`src/rtl/seq_chunk_adder.sv`:
```
// Multi-cycle add/subtract unit: adds a WIDTH-bit operand pair CHUNK bits per clock
// with a registered carry between slices, behind valid/ready handshakes on both sides.
module seq_chunk_adder #(
    parameter int WIDTH = 32,
    parameter int CHUNK = 8
) (
    input  logic             clk,
    input  logic             rst,
    input  logic             in_valid_i,
    output logic             in_ready_o,
    input  logic [WIDTH-1:0] a_i,
    input  logic [WIDTH-1:0] b_i,
    input  logic             cin_i,
    input  logic             sub_i,
    output logic             out_valid_o,
    input  logic             out_ready_i,
    output logic [WIDTH-1:0] sum_o,
    output logic             cout_o,
    output logic             ovf_o
);

    localparam int N    = (CHUNK > 0) ? WIDTH / CHUNK : 1;
    localparam int IDXW = (N > 1) ? $clog2(N) : 1;

    generate
        if (CHUNK < 1 || (WIDTH % CHUNK) != 0) begin : g_bad_params
            $error("seq_chunk_adder: WIDTH must be a positive multiple of CHUNK");
        end
    endgenerate

    typedef enum logic [1:0] {IDLE, RUN, DONE} state_e;

    state_e           state_q;
    logic [WIDTH-1:0] op_a_q;
    logic [WIDTH-1:0] op_b_q;
    logic [WIDTH-1:0] sum_q;
    logic             carry_q;
    logic             cout_q;
    logic             ovf_q;
    logic [IDXW-1:0]  idx_q;

    int               lsb;
    logic [CHUNK-1:0] a_chunk;
    logic [CHUNK-1:0] b_chunk;
    logic [CHUNK-1:0] res_chunk;
    logic             chunk_cout;
    logic             msb_cin;

    // One CHUNK-wide slice of the adder; msb_cin is only meaningful on the last slice.
    always_comb begin
        lsb                     = int'(idx_q) * CHUNK;
        a_chunk                 = op_a_q[lsb +: CHUNK];
        b_chunk                 = op_b_q[lsb +: CHUNK];
        {chunk_cout, res_chunk} = {1'b0, a_chunk} + {1'b0, b_chunk} + {{CHUNK{1'b0}}, carry_q};
        msb_cin                 = res_chunk[CHUNK-1] ^ a_chunk[CHUNK-1] ^ b_chunk[CHUNK-1];
    end

    assign in_ready_o  = (state_q == IDLE) && !rst;
    assign out_valid_o = (state_q == DONE);
    assign sum_o       = sum_q;
    assign cout_o      = cout_q;
    assign ovf_o       = ovf_q;

    // Subtraction is folded into the accept: a - b - cin == a + ~b + !cin.
    always_ff @(posedge clk) begin
        if (rst) begin
            state_q <= IDLE;
            op_a_q  <= '0;
            op_b_q  <= '0;
            sum_q   <= '0;
            carry_q <= 1'b0;
            cout_q  <= 1'b0;
            ovf_q   <= 1'b0;
            idx_q   <= '0;
        end else begin
            case (state_q)
                IDLE: begin
                    if (in_valid_i && in_ready_o) begin
                        op_a_q  <= a_i;
                        op_b_q  <= sub_i ? ~b_i : b_i;
                        carry_q <= cin_i ^ sub_i;
                        idx_q   <= '0;
                        state_q <= RUN;
                    end
                end
                RUN: begin
                    sum_q[lsb +: CHUNK] <= res_chunk;
                    carry_q             <= chunk_cout;
                    idx_q               <= idx_q + IDXW'(1);
                    if (idx_q == IDXW'(N - 1)) begin
                        cout_q  <= chunk_cout;
                        ovf_q   <= msb_cin ^ chunk_cout;
                        state_q <= DONE;
                    end
                end
                DONE: begin
                    if (out_ready_i) begin
                        state_q <= IDLE;
                    end
                end
                default: state_q <= IDLE;
            endcase
        end
    end

endmodule
```
`config.mk`:
```
export PLATFORM = sky130hd
export DESIGN_NAME = seq_chunk_adder
export DESIGN_NICKNAME = d
export VERILOG_FILES = /design/src/rtl/seq_chunk_adder.sv
export SDC_FILE = /design/constraint.sdc
export NUM_CORES = 1
export LEC_CHECK = 0
export ABC_CLOCK_PERIOD_IN_PS = 5700
export BUFFER_PORTS_ARGS = -buffer_cell sky130_fd_sc_hd__buf_2
export CAP_MARGIN = 15
export CORE_ASPECT_RATIO = 0.8
export CORE_MARGIN = 3
export CORE_UTILIZATION = 41
export CTS_BUF_LIST = sky130_fd_sc_hd__clkbuf_4 sky130_fd_sc_hd__clkbuf_8
export DETAILED_ROUTE_END_ITERATION = 8
export HOLD_SLACK_MARGIN = 0.03
export PLACE_DENSITY_LB_ADDON = 0.25
export SETUP_SLACK_MARGIN = 0.1
export SYNTH_ARGS = -nofsm -noshare
export SYNTH_HDL_FRONTEND = slang
export SYNTH_SLANG_ARGS = --single-unit
```
`constraint.sdc`:
```
create_clock -name clk -period 5.7 [get_ports clk]
set_input_delay 0.855 -clock clk [delete_from_list [all_inputs] [get_ports clk]]
set_output_delay 0.855 -clock clk [all_outputs]
set_load 0.01 [all_outputs]
```
==> flow_summary.toml, run 1 <==
[synthesis]
yosys_warnings = 0
yosys.cell_count.top_type = "sky130_fd_sc_hd__dfxtp_1"
post-synth-top-area-fraction = 0.4263
synth_top_cell_by_area = "sky130_fd_sc_hd__dfxtp_1"
netlist_instances = 499
async_reset_ff_frac = 0
synth_enable_flop_cells = 0
post_synth_main_area_contributors = "sky130_fd_sc_hd__dfxtp_1 (43%), sky130_fd_sc_hd__nand3b_1 (10%), sky130_fd_sc_hd__mux4_2 (7.4%)"
synth.avg_cell_area_um2 = 9.694
synthDistinctLibCells = 40
synth_common_cells = "sky130_fd_sc_hd__dfxtp_1 (103), sky130_fd_sc_hd__nand2_1 (70), sky130_fd_sc_hd__nand3b_1 (65)"
syn-num-nets = 584
ys.flop_type = "sky130_fd_sc_hd__dfxtp_1"
cell_area_synth_um2 = 4837
sequential_cell_area_fraction_in_the_yosys_report = 0.4263
synth_seq_cells = 103

[detailed_routing]
detail_route.vias_per_cell = 5.367
firstDrtPassIters = 5
routedWlPerCell_um = 16.63
dr_total_vias = 3934
detail_route.drc_violations = 0
route.antenna.remaining_nets = 0
wirelength_mm = 12.19
drt_first_iter_violations = 371

[sta]
fin_worst_skew_ns = 0.007906
totalNegativeSetupSlack_ns = 0
grt_setup_unrepaired = "false"
timing.fmax_ghz = 0.2891
worst_slew_margin_rel = 0.2975
final_min_period_over_clock_period = 0.6067
timing_max_transition_violations_final = 0
finalHoldViolCount = 0
fin_crit_ns = 3.458
worstMarginPinSlew_ns = 1.054
finalSetupViolCount = 0

[critical_path]
start_kind = "flop"
crit_fanout = 10
critPathArrivalTime_ns = 3.69
critPathRequiredTime_ns = 5.93
classification_of_the_worst_setup_path = "flop to flop"
critical_path.endpoint_type = "flop"

[clock_tree]
clkLatencyLatePin_ns = 0.37
clock_slew_at_reported_path_ffs_ns = 0.10
cts_tree = "yes"
numClockSinks = 103
htree_num_levels = 3
postCtsSetupBuffers = 0
cts_resized = 0
postCtsHoldBufs = 0
cts-root-to-sink-buffers = 2
clock_tree.root_cell = "sky130_fd_sc_hd__clkbuf_8"
cts_buffers = 9

[min_path]
timing.hold.worst.class = "flop to flop"

[floorplanning]
rows = 34
design.core.area_um2 = 11190
chipHeight_um = 103.2
die_w_um = 127.4
initial_core_util = 0.4323
pin_count = 106
die_area_um2 = 13150

[pwr]
p_leak_nw = 2.409
design_power_total_mw = 1.557
max-vdd-ir-drop_mv = 0.1310
pwr_density_cell_nw_per_um2 = 275.2

[cells_and_area]
area_growth_syn_to_layout_pct = 16.99
antenna_cells = 0
nets = 669
final_layout_size_suffix_gt1_frac = 0.2581
fill_cell_instance_count_of_the_final_layout = 1045

[global_route]
number_of_global_route_vias_before_repair = 3821
globalRouteOverflowTotal = 0
grt_max_degree = 105
wire_length_of_the_first_global_routing_pass_mm = 19.29
grt.total_usage = 0.1866
number_of_antenna_violations_at_the_first_check_in_global_routing = 0

[flow_run]
cap_violations = 0

[place]
portBuffers = 105
post-dp-hpwl_mm = 8.781
gp_congestion = 0.9144

[run_status]
status = "finished, final reports clean"
-- through the flow --
step / hold slack [ns] / std cells / utilization / instance area (um^2) / worst slack (ns)
2_1_floorplan: 0.4462 / 499 / - / 4837 / 2.317
6_report: 0.4860 / 733 / 0.5058 / 5659 / 2.242
3_5_place_dp: 0.4675 / 717 / 0.4856 / 5433 / 2.272
5_1_grt: 0.5022 / 733 / 0.5058 / 5659 / 2.103
4_1_cts: 0.4861 / 733 / 0.5058 / 5659 / 2.242
3_3_place_gp: 0.4638 / 717 / 0.4856 / 5433 / 2.383
-- cell families (layout without fill, tap and decap cells) --
logic type / Yosys count / count (layout) / share of synthesized area
mux: 19 / 19 / 0.08070
fa+ha+maj: 15 / 15 / 0.04190
buf+inv: 42 / 132 / 0.03492
simple gates: 193 / 193 / 0.2230
xor+xnor: 40 / 40 / 0.07243
compound gates: 87 / 87 / 0.1208
flops: 103 / 103 / 0.4263
-- worst paths after layout --
kind                    from         end  slack (ns)  depth (start not counted)
setup / recovery    idx_q[0]   sum_o[14]        2.24                          9
hold / removal    op_a_q[22]  op_a_q[22]        0.49                          2
setup reg to reg    idx_q[0]   sum_o[14]        2.24                          9
hold reg to reg   op_a_q[22]  op_a_q[22]        0.49                          2
-- cells in the final DEF (no fill, tap or decap), types with 3 or more instances in the layout --
cell type | Yosys | routed
sky130_fd_sc_hd__a21o_1 | 3 | 3
sky130_fd_sc_hd__a21oi_1 | 5 | 5
sky130_fd_sc_hd__a22oi_1 | 33 | 33
sky130_fd_sc_hd__buf_2 | 3 | 105
sky130_fd_sc_hd__buf_4 | 2 | 4
sky130_fd_sc_hd__clkbuf_8 | 0 | 10
sky130_fd_sc_hd__dfxtp_1 | 103 | 103
sky130_fd_sc_hd__ha_1 | 13 | 13
sky130_fd_sc_hd__inv_1 | 7 | 7
sky130_fd_sc_hd__mux2i_1 | 3 | 3
sky130_fd_sc_hd__mux4_2 | 16 | 16
sky130_fd_sc_hd__nand2_1 | 70 | 69
sky130_fd_sc_hd__nand2_2 | 2 | 3
sky130_fd_sc_hd__nand3b_1 | 65 | 65
sky130_fd_sc_hd__nor2_1 | 38 | 38
sky130_fd_sc_hd__nor3_1 | 5 | 5
sky130_fd_sc_hd__nor4b_4 | 3 | 3
sky130_fd_sc_hd__o21ai_0 | 34 | 34
sky130_fd_sc_hd__xnor2_1 | 39 | 39
-- sequential cells by signal, indices dropped and copies added, names as in the netlist --
| name | flops |
|---|---|
| carry_q | 1 |
| cout_o | 1 |
| idx_q | 2 |
| op_a_q | 32 |
| op_b_q | 32 |
| ovf_o | 1 |
| state_q | 2 |
| sum_o | 32 |
-- power by group --
group          leakage, nW  total, mW  switching [mW]  internal (mW)
clock network        0.113      0.515           0.250          0.264
registers            0.842      0.786          0.0273          0.759
logic                 1.45      0.256           0.146          0.111
total                 2.41       1.56           0.423           1.13
-- layout make-up --
type / count / area [um^2] / area share
clock buffers: 11 / 145.1 / 0.02565
clock inverters: 5 / 81.33 / 0.01437
inverters: 7 / 26.28 / 0.004643
multi-input cells: 354 / 2609 / 0.4610
flip-flops and latches: 103 / 2062 / 0.3644
well taps: 144 / 180.2 / 0.03184
repair buffers: 109 / 555.5 / 0.09816
-- routing by layer --
layer  vias up  track usage  part of all wire  wire, um
met5         -            0                 0         0
met4         0      0.05936             0.017       208
met3        18      0.04713             0.068       827
met2       136       0.2891              0.44      5362
met1      1867       0.2575              0.47      5788
li1       1913            -                 -         -
-- worst max-delay path, cell delays in order (launching register included) --
cell,delay [ns]
sky130_fd_sc_hd__dfxtp_1,0.62
sky130_fd_sc_hd__mux4_2,0.58
sky130_fd_sc_hd__fa_1,0.46
sky130_fd_sc_hd__fa_1,0.43
sky130_fd_sc_hd__a21o_2,0.21
sky130_fd_sc_hd__a21oi_1,0.30
sky130_fd_sc_hd__or4_1,0.16
sky130_fd_sc_hd__o2111ai_1,0.23
sky130_fd_sc_hd__a22oi_1,0.26
sky130_fd_sc_hd__nor2_1,0.07
(Power assumes the default switching activity.)
==> inputs of run 2 (changes only) <==
- ABC_CLOCK_PERIOD_IN_PS: 5700 -> 2940
- clock period: 5.7 -> 2.94 ns (I/O delays scaled with it)
==> run 2 against run 1 <==
  * Critical path depth stayed put
  * Hold slack worse by 0.25 ns
  * Global-route usage increased by 0.33 points
  * Utilization rose by 1.3 points
  * Design area grew 2.5%
  * Flip-flop and latch count did not move
==> flow_summary.toml, run 2 (synthesis results as in run 1) <==
[sta]
totalNegativeSetupSlack_ns = 0
worstMarginPinSlew_ns = 0.8856
timing.fmax_ghz = 0.3536
finalSetupViolCount = 0
worst_slew_margin_rel = 0.4096
finalHoldViolCount = 0
timing_max_transition_violations_final = 0
fin_crit_ns = 2.828
final_min_period_over_clock_period = 0.9619
fin_worst_skew_ns = 0.01064
timing.hold.ws_ns = 0.2385
grt_setup_unrepaired = "true"
final.setup.worst_slack_ns = 0.1121

[cells_and_area]
mostFrequentLayoutCell = "sky130_fd_sc_hd__buf_2"
antenna_cells = 0
nets = 678
final_cell_mix = "sky130_fd_sc_hd__buf_2 (105), sky130_fd_sc_hd__dfxtp_1 (102), sky130_fd_sc_hd__nand2_1 (69), sky130_fd_sc_hd__nand3b_1 (65), sky130_fd_sc_hd__xnor2_1 (39)"
area_growth_syn_to_layout_pct = 19.92
final_layout_size_suffix_gt1_frac = 0.2919
post_layout_nonfiller_instances = 740

[clock_tree]
htree_num_levels = 3
cts-root-to-sink-buffers = 2
cts_buffers = 9
numClockSinks = 103
clkLatencyLatePin_ns = 0.38
clock_tree.root_cell = "sky130_fd_sc_hd__clkbuf_8"
clock_slew_at_reported_path_ffs_ns = 0.10
postCtsSetupBuffers = 0
cts_tree = "yes"

[detailed_routing]
firstDrtPassIters = 4
wirelength_mm = 12.38
drt_first_iter_violations = 386
routedWlPerCell_um = 16.73
route.antenna.remaining_nets = 0
detail_route.vias_per_cell = 5.330
dr_total_vias = 3944
detail_route.drc_violations = 0

[critical_path]
library_cell_appearing_most_often_on_the_critical_path = "sky130_fd_sc_hd__fa_2"
crit_path_start = "idx_q[0]"
critPathRequiredTime_ns = 3.17
start_kind = "flop"
critical_path.endpoint_type = "flop"
crit_fanout = 4
worst_path_largest_cell_delay_ns = 0.52
critPathArrivalTime_ns = 3.06
crit_chain = "mux4_2 > fa_2 > fa_2 > a21o_4 > a21oi_4 > or4_4 > o2111ai_4 > a22oi_2 > nor2_1"
worstPathBufferInverterCount = 0
reg2reg_from = "idx_q[0]"
critPathTopFamily = "adder cells"
slowest_stage = "sky130_fd_sc_hd__mux4_2"
rr_endpoint = "sum_o[14]"
timing.reg2reg.setup_slack_ns = 0.11
classification_of_the_worst_setup_path = "flop to flop"
reg2reg_depth = 9

[floorplanning]
die_w_um = 127.4
initial_core_util = 0.4323
pin_count = 106
rows = 34
design.core.area_um2 = 11190
die_area_um2 = 13150
chipHeight_um = 103.2

[place]
portBuffers = 105
gp_congestion = 0.8872
pre_cts_slack_ns = 0.08727
placed_cells_incl_taps = 726
post-dp-hpwl_mm = 8.954

[global_route]
number_of_antenna_violations_at_the_first_check_in_global_routing = 0
wire_length_of_the_first_global_routing_pass_mm = 19.73
globalRouteOverflowTotal = 0
number_of_global_route_vias_before_repair = 3853
grt_max_degree = 105
grt.total_usage = 0.1899

[min_path]
hold_end = "op_a_q[6]"
holdPathStages = 3
timing.hold.worst.start = "a_i[6]"
timing.hold.worst.class = "input pin to flop"

[pwr]
design_power_total_mw = 2.939
pwr_density_cell_nw_per_um2 = 506.7
p_leak_nw = 2.456
max-vdd-ir-drop_mv = 0.1982

[run_status]
status = "finished, final reports clean"

[flow_run]
cap_violations = 0
-- run 2: changes by cell type in the layout (fill, tap and decap cells not counted), moves of 2 or more --
cell,before,now
sky130_fd_sc_hd__buf_4,4,11
sky130_fd_sc_hd__a22oi_1,33,30
sky130_fd_sc_hd__a22oi_2,0,3
sky130_fd_sc_hd__buf_12,0,2
sky130_fd_sc_hd__fa_1,2,0
sky130_fd_sc_hd__fa_2,0,2
-- run 2: stage by stage --
step / area (um^2) / utilization
after floorplan: 4892 / -
after global placement: 5557 / 0.4966
after detailed placement: 5557 / 0.4966
after CTS: 5753 / 0.5142
after global routing: 5801 / 0.5185
final: 5801 / 0.5185
-- run 2: cell type report --
class                           count  area (um^2)
Multi-Input combinational cell    354         2695
Clock inverter                      4        47.55
Inverter                            7        26.28
Clock buffer                       10        137.6
Timing Repair Buffer              118        648.1
Sequential cell                   103         2066
Fill cell                        1035         5388
Tap cell                          144        180.2
-- run 2: worst max path at each step --
stage,endpoint,cells after the start,slack (ns)
6_report,sum_o[14],9,0.11
5_1_grt,sum_o[6],9,0.0009
4_1_cts,sum_o[30],9,0.10
3_5_place_dp,sum_o[30],9,0.09
3_3_place_gp,sum_o[14],9,0.21
2_1_floorplan,ovf_o,11,0.07
-- run 2: timing repair --
action,CTS,global route
pin swaps,0,3
cloned,0,0
gates resized for setup,1,10
hold buffers,0,0
endpoints found under the setup margin,4,10
-- run 2: worst reg2reg max path, delay by kind of cell, from the launching register on --
kind	cells	cell delay [ns]
flops	1	0.40
fa+ha+maj	2	0.77
simple gates	2	0.22
compound gates	4	0.78
mux	1	0.52
-- run 2: where the power goes --
group	internal [mW]	switching [mW]
registers	1.47	0.0567
clock network	0.405	0.463
logic	0.243	0.300
total	2.12	0.820
-- run 2: routing by layer --
layer	wire length [um]	track usage
met1	5720	0.2632
met2	5474	0.2920
met3	899	0.04816
met4	287	0.06183
met5	0	0
